==> src/rtl/alu_pkg.sv <==
// alu_pkg -- constants and types shared by the ALU write-back path.
//
// Contents:
//   DATA_W / RD_W / SEL_W : result, destination-index and select widths
//   alu_sel_e             : the sixteen 4-bit ALU select codes
//   wb_entry_t            : one result-queue entry
//   is_zero()             : zero-flag helper
//
// Macro ALU_WB_FLAGS_EN: when defined, each queue entry also carries the
// zero/negative flags computed from the result when it is pushed.
package alu_pkg;

  localparam int DATA_W = 8;
  localparam int RD_W   = 4;
  localparam int SEL_W  = 4;

  typedef enum logic [SEL_W-1:0] {
    ALU_ADD  = 4'd0,
    ALU_SUB  = 4'd1,
    ALU_AND  = 4'd2,
    ALU_OR   = 4'd3,
    ALU_XOR  = 4'd4,
    ALU_NOT  = 4'd5,
    ALU_SHL  = 4'd6,
    ALU_SHR  = 4'd7,
    ALU_SAR  = 4'd8,
    ALU_ROL  = 4'd9,
    ALU_ROR  = 4'd10,
    ALU_INC  = 4'd11,
    ALU_DEC  = 4'd12,
    ALU_PASA = 4'd13,
    ALU_PASB = 4'd14,
    ALU_CMP  = 4'd15
  } alu_sel_e;

  typedef struct packed {
    logic [DATA_W-1:0] data;
    alu_sel_e          sel;
    logic [RD_W-1:0]   rd;
    logic              wb_en;
`ifdef ALU_WB_FLAGS_EN
    logic              z;
    logic              n;
`endif
  } wb_entry_t;

  function automatic logic is_zero(input logic [DATA_W-1:0] v);
    return (v == '0);
  endfunction

endpackage

==> src/rtl/wb_fifo.sv <==
// wb_fifo -- small circular queue holding write-back entries.
//
// Ports:
//   clk, rst_n     : clock, asynchronous active-low reset
//   flush          : clear the queue at the next edge, dropping push/pop
//   push / wdata   : write one entry (ignored when full)
//   pop            : retire the head entry (ignored when empty)
//   rdata          : head entry, readable as soon as it is written
//   full / empty   : occupancy status
//
// DEPTH must be a power of two so the pointers wrap by natural overflow.
module wb_fifo #(
  parameter int DEPTH = 2,
  parameter int W     = 8
) (
  input  logic         clk,
  input  logic         rst_n,
  input  logic         flush,
  input  logic         push,
  input  logic         pop,
  input  logic [W-1:0] wdata,
  output logic [W-1:0] rdata,
  output logic         full,
  output logic         empty
);

  localparam int PTR_W = (DEPTH > 1) ? $clog2(DEPTH) : 1;
  localparam int OCC_W = $clog2(DEPTH + 1);
  localparam logic [OCC_W-1:0] FULL_OCC = OCC_W'(DEPTH);

  logic [W-1:0]     mem_q [DEPTH];
  logic [PTR_W-1:0] wr_ptr_q, wr_ptr_d;
  logic [PTR_W-1:0] rd_ptr_q, rd_ptr_d;
  logic [OCC_W-1:0] occ_q, occ_d;
  logic             do_push, do_pop;

  assign full  = (occ_q == FULL_OCC);
  assign empty = (occ_q == '0);

  // Flush wins over everything happening in the same cycle.
  assign do_push = push & ~full & ~flush;
  assign do_pop  = pop & ~empty & ~flush;

  always_comb begin
    wr_ptr_d = wr_ptr_q;
    rd_ptr_d = rd_ptr_q;
    occ_d    = occ_q;
    if (flush) begin
      wr_ptr_d = '0;
      rd_ptr_d = '0;
      occ_d    = '0;
    end else begin
      if (do_push) wr_ptr_d = wr_ptr_q + PTR_W'(1);
      if (do_pop)  rd_ptr_d = rd_ptr_q + PTR_W'(1);
      case ({do_push, do_pop})
        2'b10:   occ_d = occ_q + OCC_W'(1);
        2'b01:   occ_d = occ_q - OCC_W'(1);
        default: occ_d = occ_q;
      endcase
    end
  end

  always_ff @(posedge clk or negedge rst_n) begin
    if (!rst_n) begin
      wr_ptr_q <= '0;
      rd_ptr_q <= '0;
      occ_q    <= '0;
    end else begin
      wr_ptr_q <= wr_ptr_d;
      rd_ptr_q <= rd_ptr_d;
      occ_q    <= occ_d;
    end
  end

  // Storage is cleared on reset so the head outputs read as zero afterwards.
  always_ff @(posedge clk or negedge rst_n) begin
    if (!rst_n) begin
      for (int i = 0; i < DEPTH; i++) mem_q[i] <= '0;
    end else if (do_push) begin
      mem_q[wr_ptr_q] <= wdata;
    end
  end

  assign rdata = mem_q[rd_ptr_q];

endmodule

==> src/rtl/alu_wb_stage.sv <==
// alu_wb_stage -- queues ALU results and hands them to the register file.
//
// Ports:
//   clk, rst_n                          : clock, asynchronous active-low reset
//   in_valid/in_ready                   : upstream handshake
//   in_res, in_sel, in_rd, in_wb_en     : result, select code, dest, write enable
//   flush                               : synchronous queue clear
//   out_valid/out_ready                 : register-file handshake
//   out_data, out_rd, out_sel           : head entry fields
//   out_we                              : head is valid and wants writing back
//   out_z, out_n                        : head zero / sign flags
//   wr_count                            : saturating count of retired writes
//
// Macro ALU_WB_FLAGS_EN: store per-entry flags; otherwise out_z/out_n are 0.
module alu_wb_stage
  import alu_pkg::*;
#(
  parameter int DEPTH = 2,
  parameter int CNT_W = 16
) (
  input  logic              clk,
  input  logic              rst_n,
  input  logic              in_valid,
  output logic              in_ready,
  input  logic [DATA_W-1:0] in_res,
  input  logic [SEL_W-1:0]  in_sel,
  input  logic [RD_W-1:0]   in_rd,
  input  logic              in_wb_en,
  input  logic              flush,
  output logic              out_valid,
  input  logic              out_ready,
  output logic [DATA_W-1:0] out_data,
  output logic [RD_W-1:0]   out_rd,
  output logic              out_we,
  output logic              out_z,
  output logic              out_n,
  output logic [SEL_W-1:0]  out_sel,
  output logic [CNT_W-1:0]  wr_count
);

  wb_entry_t        in_entry, head;
  logic             full, empty;
  logic             push, pop;
  logic [CNT_W-1:0] wr_count_q, wr_count_d;

  always_comb begin
    in_entry       = '0;
    in_entry.data  = in_res;
    in_entry.sel   = alu_sel_e'(in_sel);
    in_entry.rd    = in_rd;
    in_entry.wb_en = in_wb_en;
`ifdef ALU_WB_FLAGS_EN
    in_entry.z     = is_zero(in_res);
    in_entry.n     = in_res[DATA_W-1];
`endif
  end

  assign in_ready  = ~full;
  assign out_valid = ~empty;
  assign push      = in_valid & in_ready;
  assign pop       = out_valid & out_ready;

  wb_fifo #(
    .DEPTH (DEPTH),
    .W     ($bits(wb_entry_t))
  ) u_fifo (
    .clk   (clk),
    .rst_n (rst_n),
    .flush (flush),
    .push  (push),
    .pop   (pop),
    .wdata (in_entry),
    .rdata (head),
    .full  (full),
    .empty (empty)
  );

  assign out_data = head.data;
  assign out_rd   = head.rd;
  assign out_sel  = head.sel;
  assign out_we   = out_valid & head.wb_en;
`ifdef ALU_WB_FLAGS_EN
  assign out_z    = head.z;
  assign out_n    = head.n;
`else
  assign out_z    = 1'b0;
  assign out_n    = 1'b0;
`endif

  // A pop squashed by flush never retires, so it is not counted.
  always_comb begin
    wr_count_d = wr_count_q;
    if (pop && head.wb_en && !flush && (wr_count_q != '1))
      wr_count_d = wr_count_q + CNT_W'(1);
  end

  always_ff @(posedge clk or negedge rst_n) begin
    if (!rst_n) wr_count_q <= '0;
    else        wr_count_q <= wr_count_d;
  end

  assign wr_count = wr_count_q;

endmodule

==> config.mk <==
export PLATFORM = sky130hd
export DESIGN_NAME = alu_wb_stage
export DESIGN_NICKNAME = d
export VERILOG_FILES = /design/src/rtl/alu_pkg.sv /design/src/rtl/wb_fifo.sv /design/src/rtl/alu_wb_stage.sv
export SDC_FILE = /design/constraint.sdc
export NUM_CORES = 1
export LEC_CHECK = 0
export ABC_CLOCK_PERIOD_IN_PS = 5400
export BUFFER_PORTS_ARGS = -buffer_cell sky130_fd_sc_hd__buf_2
export CELL_PAD_IN_SITES_DETAIL_PLACEMENT = 1
export CELL_PAD_IN_SITES_GLOBAL_PLACEMENT = 2
export CORE_ASPECT_RATIO = 2
export CORE_MARGIN = 4
export CORE_UTILIZATION = 38
export DETAILED_ROUTE_END_ITERATION = 8
export PLACE_DENSITY = 0.89
export SLEW_MARGIN = 20
export SYNTH_ARGS = -nofsm -noshare
export SYNTH_HDL_FRONTEND = slang
export SYNTH_SLANG_ARGS = --single-unit
export TNS_END_PERCENT = 20
==> constraint.sdc <==
create_clock -name clk -period 5.4 [get_ports clk]
set_clock_uncertainty 0.2 [all_clocks]
set_input_delay 1.08 -clock clk [delete_from_list [all_inputs] [get_ports clk]]
set_output_delay 1.08 -clock clk [all_outputs]
set_load 0.01 [all_outputs]
### Word level (Yosys, flattened, before mapping)

Cells that the tools add are included.

| cells by class | value |
|---|---|
| equality and inequality tests | 4 |
| bitwise operators | 12 |
| mux-type cells | 12 |
| reduce and logical (&&, ||, !) cells | 9 |
| add/sub/neg operators | 5 |
| $lt $le $gt $ge | 3 |

Operators with widths:

| kind | count |
|---|---|
| two-way mux 17 bit | 4 |
| bitwise mux 34 bit | 1 |
| demux 17 bit (select 1 bit) | 1 |
| adder 16 x 1 -> 16 bit, second input constant | 1 |
| inequality test 16 bit, second input constant | 1 |
| bitwise AND 1 bit | 7 |
| equality test 2 bit, second input constant | 2 |
| greater-or-equal comparator 2 bit, second input constant | 2 |
| logical AND 1 bit | 4 |
| two-way mux 1 bit | 4 |
| inverter 1 -> 2 bit | 2 |
| case mux 2 bit (2 select lines) | 1 |
| nonzero test 2 bit | 2 |
| inverter 1 bit | 3 |
| nonzero test 3 bit | 1 |
| adder 1 bit, second input constant | 2 |
| adder 2 x 1 -> 2 bit, second input constant | 1 |
| equality test 2 x 1 -> 1 bit, second input constant | 1 |
| logical NOT 2 bit | 1 |
| < comparator 2 x 1 -> 1 bit, second input constant | 1 |
| two-way mux 2 bit | 1 |
| subtractor 2 x 1 -> 2 bit, second input constant | 1 |
| logical NOT 1 bit | 1 |

| storage, ports and cells | value |
|---|---|
| flip-flop bits (word level) | 54 |
| bits of input ports | 22 |
| logic and storage cells | 51 |
| output and inout bits | 37 |

### Longest topological paths before layout

| logic depth | value |
|---|---|
| depth in word-level cells | 8 |
| gate-level depth with buffers | 7 |
| depth with buffers taken out | 6 |

### Modules after synthesis

A second synthesis with hierarchy kept.

| second synthesis, totals | value |
|---|---|
| cell total of the unflattened synthesis | 195 |
| area, all modules | 2,562.5 um2 |

Modules (own cells, without submodules):

| module | sequential area each (um2) | cells each | area an instance (um2) | instances |
|---|---|---|---|---|
| wb_fifo | 950.9 | 114 | 1,709.1 | 1 |
| alu_wb_stage | 400.4 | 81 | 853.3 | 1 |

### Least setup slack after synthesis

OpenSTA, ideal clock, no wires.

| path | value |
|---|---|
| path kind | input-to-reg |
| start point | input port flush |
| end point | register wr_count_q[12], in the netlist wr_count[12] |
| stages | 6 |
| required time | 5.073 ns |
| arrival time | 2.461 ns |
| buffers on the path | 2 |
| path slack | 2.613 ns |
| library setup time | 0.127 ns |
| cell sequence | clkbuf_1 > or4b_4 > a41oi_4 > buf_6 > nand4_1 > xnor2_1 |

| on the way | value |
|---|---|
| longest elaborated chain between the ends | 3 |

RTL lines:

| what | RTL line | text |
|---|---|---|
| from (decl) | alu_wb_stage.sv:29 | `input logic flush,` |
| logical NOT 1 bit | alu_wb_stage.sv:93 | `if (pop && head.wb_en && !flush && (wr_count_q != '1))` |
| logical AND 1 bit (2 in a row) | alu_wb_stage.sv:93 |  |
| to (signal assigned) | alu_wb_stage.sv:99 | `else wr_count_q <= wr_count_d;` |
| to (decl) | alu_wb_stage.sv:44 | `logic [CNT_W-1:0] wr_count_q, wr_count_d;` |

Every way passes these cells.
A chain may end at the register's enable or synchronous reset.

### Final worst setup path

| path | value |
|---|---|
| start point | register u_fifo.rd_ptr_q |
| end point | output port out_data[3] |

| on the way | value |
|---|---|
| longest elaborated chain between the ends | 4 |

RTL lines:

| what | RTL line | text |
|---|---|---|
| from (decl) | wb_fifo.sv:33 | `logic [PTR_W-1:0] rd_ptr_q, rd_ptr_d;` |
| from (signal assigned) | wb_fifo.sv:70 | `rd_ptr_q <= rd_ptr_d;` |
| inverter 1 -> 2 bit (not written as such) | wb_fifo.sv:84 | `assign rdata = mem_q[rd_ptr_q];` |
| two-way mux 17 bit (not written as such) (3 in a row) | wb_fifo.sv:84 |  |
| to (decl) | alu_wb_stage.sv:32 | `output logic [DATA_W-1:0] out_data,` |

Every way passes these cells. The select of a mux whose other input is x is not followed.

==> qor.log <==
INFO  run_status     status=finished clean
INFO  yosys          synth_seq_cells=54
INFO  setup_path     crit_startpoint=u_fifo.rd_ptr_q
INFO  power_and_ir_drop seq_power_share=0.477
INFO  yosys          ys_async_sr_fraction=1.00
INFO  detailed_routing antenna_violating_nets_post_route=0
INFO  global_route   grt-busiest-layer=met2
INFO  placement      hpwl_after_dpl=3990um
INFO  power_and_ir_drop clkPwrFrac=0.313
INFO  cells_and_area finalCoreUtilization=0.474
INFO  timing         slew-limit-headroom=0.439
INFO  cells_and_area syn2layout_area_growth=21.2%
INFO  timing         layout_min_cycle_time=3.05ns
INFO  clocking       ctsResizeCount=0
INFO  clocking       cts.repair_timing.setup_buffer_count=0
INFO  run            max_cap_check_violation_count=0
INFO  floorplanning  die_h=121um
INFO  yosys          synth_top_flop_cell=dfrtp_1
INFO  detailed_routing detail_route.first_pass.iterations=4
INFO  timing         timing_worst_slew_pin_value=0.842ns
INFO  global_route   track_usage=0.149
INFO  cells_and_area finalNetCount=261
INFO  clocking       htreeDepth=2
INFO  yosys          ys_types=27
INFO  timing         timing.fmax=0.328GHz
INFO  yosys          yosys.area_share.xor_xnor=0.0609
INFO  setup_path     setup.reg_to_reg.worst_slack=2.58ns
INFO  clocking       cts.clk_slew.worst_paths=0.07ns
INFO  cells_and_area fillCellCount=695
INFO  setup_path     crit_path_end_kind=output port
INFO  clocking       cts_tree=done
INFO  clocking       clock_insertion_delay_worst_skew=0.29ns
INFO  yosys          seq_area_frac_synth=0.553
INFO  global_route   number_of_antenna_violations_at_the_first_check_in_global_routing=1
INFO  worst_hold_path hold_class=reg -> reg
INFO  yosys          yosys_warnings=0
INFO  clocking       tritoncts.num_buffers=5
INFO  setup_path     ff2ff_path_depth=4
INFO  timing         drv_slew=0
INFO  floorplanning  io_pins=59
INFO  timing         finalSetupViolCount=0
INFO  power_and_ir_drop internal_power=0.843mW
INFO  yosys          synth_top_family_by_area=multiplexers
INFO  placement      dp_worst_slack=2.44ns
INFO  setup_path     worst-endpoint-required=4.12ns
INFO  power_and_ir_drop power=1.14mW
INFO  global_route   vias_in_the_first_global_route=1781
INFO  setup_path     timing.critical_path.arrival=1.77ns
INFO  timing         timing.final.hold_violations=0
INFO  yosys          synth_compound_area_frac=0.0189
INFO  global_route   wire_length_of_the_first_global_routing_pass=8870um
INFO  timing         post-route-period-util=0.565
INFO  yosys          synthSimpleGateAreaFrac=0.0921
INFO  floorplanning  die_area=7860um2
INFO  setup_path     critical_path.endpoint=out_data[3]
INFO  detailed_routing avgViaCountPerCell=4.94
INFO  clocking       cts.path.max_buffers=2
INFO  detailed_routing dr_total_vias=1612
INFO  cells_and_area final-instance-count-excl-fill=326
INFO  yosys          synthesis.area=2440um2
INFO  floorplanning  initial_core_util=0.391
INFO  setup_path     critPathMaxFanout=18
INFO  timing         setup_repair_after_global_routing_missed_its_margin=false
INFO  floorplanning  fp.dieW=64.7um
INFO  floorplanning  core-area=6260um2
INFO  global_route   largest_net_degree_at_the_start_of_global_routing=55
INFO  detailed_routing drc=0
INFO  placement      place.port_buffers=56
INFO  setup_path     timing.setup.critical_path_class=reg -> out
INFO  power_and_ir_drop static-leakage-power=1.38nW
INFO  yosys          syn-mean-instance-area=13.6um2
INFO  global_route   globalRouteOverflowTotal=0
INFO  clocking       hold_buffers=0
INFO  yosys          post_synth_inst_count=180
INFO  yosys          arithmetic_cell_share_of_the_synthesized_area_counting_full_adders_half_adders_and_majority_gates=0.00512
INFO  global_route   grt.met2_usage=0.276
INFO  detailed_routing drtIter0Drc=55
INFO  yosys          muxShareOfSynthArea=0.243
INFO  power_and_ir_drop peak_supply_drop=0.173mV
INFO  global_route   gr-usage-met3=0.0306
INFO  detailed_routing postRouteWirelength=5390um
INFO  power_and_ir_drop swShare=0.261
INFO  power_and_ir_drop cellPowerDensity=385nW/um2
INFO  placement      place_congestion=0.783
INFO  power_and_ir_drop power_switching=0.298mW
INFO  global_route   global_route.usage.met1=0.158
INFO  clocking       cts.sink_count=54
INFO  clocking       clk_root_buf=clkbuf_16
INFO  yosys          synth_enable_flop_cells=0
INFO  timing         final_critical_path_setup_slack=2.35ns
INFO  floorplanning  placement_rows=41
INFO  cells_and_area drive_gt1_frac=0.502
INFO  placement      dpl.cell_count=317
INFO  detailed_routing routedWlPerCell=16.5um
INFO  setup_path     start_kind=flop
INFO  power_and_ir_drop share_comb_of_total_power=0.211
INFO  setup_path     launching_point_of_the_worst_reg2reg_path=u_fifo.rd_ptr_q
INFO  timing         tns=0ns
INFO  setup_path     worstReg2RegEnd=wr_count[1]
[logic make-up after synthesis]
kind of cell               Yosys count
AOI/OAI and AO/OA                    4
xor gates and xnor gates            17
adders and majority gates            1
buffers and inverters               10
DFF                                 54
muxes                               53
other                                1
and+or+nand+nor                     40
[through the flow]
| stage | area [um2] | hold WS, ns |
|---|---|---|
| floorplan | 2450 | 0.274 |
| global placement | 2800 | 0.271 |
| detailed placement | 2800 | 0.280 |
| CTS | 2960 | 0.298 |
| global route | 2960 | 0.321 |
| finish | 2960 | 0.295 |
[state kept, by name, indices dropped and copies added (netlist names)]
name             count
u_fifo.wr_ptr_q      1
u_fifo.occ_q         2
wr_count            16
u_fifo.rd_ptr_q      1
u_fifo.mem_q        34
[power by group through the flow]
| stage | Sequential (mW) | Clock (mW) | Combinational, mW |
|---|---|---|---|
| 6_report | 0.544 | 0.357 | 0.240 |
| 3_3_place_gp | 0.544 | 0 | 0.237 |
| 3_5_place_dp | 0.553 | 0 | 0.246 |
| 5_1_grt | 0.555 | 0.383 | 0.265 |
| 2_1_floorplan | 0.534 | 0 | 0.163 |
| 4_1_cts | 0.545 | 0.366 | 0.247 |
[metal layers]
layer / part of all wire / up-vias / routed length, um
met2: 0.58 / 35 / 3150
met1: 0.37 / 824 / 2000
met4: 0.017 / 0 / 94
li1: - / 747 / -
met3: 0.028 / 6 / 151
met5: 0 / - / 0
[area by class of cell]
class                      count  area [um2]  share of cell area
sequential                    54        1350               0.456
multi-input combinational    117        1030               0.349
timing repair buffer          58         295              0.0996
clock buffer                   5         125              0.0422
tap                           86         108              0.0363
clock inverter                 3        40.0              0.0135
inverter                       2        7.51             0.00253
antenna                        1        2.50            0.000844
[worst min path at each step]
stage | startpoint | end | slack [ns] | cells after the start
after global placement | wr_count[11] | wr_count[11] | 0.27 | 1
after CTS | wr_count[14] | wr_count[14] | 0.30 | 1
after floorplan | u_fifo.mem_q[10] | u_fifo.mem_q[10] | 0.27 | 1
after global routing | u_fifo.mem_q[10] | u_fifo.mem_q[10] | 0.32 | 1
final | wr_count[14] | wr_count[14] | 0.29 | 1
after detailed placement | wr_count[11] | wr_count[11] | 0.28 | 1
[cell usage after synthesis, types with 3 or more instances]
master    n  share of area
dfrtp_1  54           0.55
mux2_2   51           0.23
xnor2_1  14          0.050
nor2_1    9          0.014
nand2_1   8          0.012
nand4_1   8          0.020
and3_1    3         0.0077
and4_1    3          0.011
nand3_1   3         0.0061
xor2_1    3          0.011
[worst max-delay path, cell delays in order (launching register included)]
cell     delay (ns)
dfrtp_1        0.89
mux2_2         0.44
buf_2          0.15
[layout by cell type, fill, tap and decap left out, types with 2 or more instances in the layout]
cell type  count
xnor2_1       14
dfrtp_1       54
and4_1         3
mux2i_1        2
buf_2         56
inv_1          2
and3_1         3
buf_4          2
nand2b_1       2
nand4_1        8
mux2_2        51
nand2_1        8
xor2_1         3
clkinv_2       2
clkbuf_16      5
conb_1         2
nor2_1         9
nand3_1        3
Note: power is estimated with default switching activity, not from simulation.
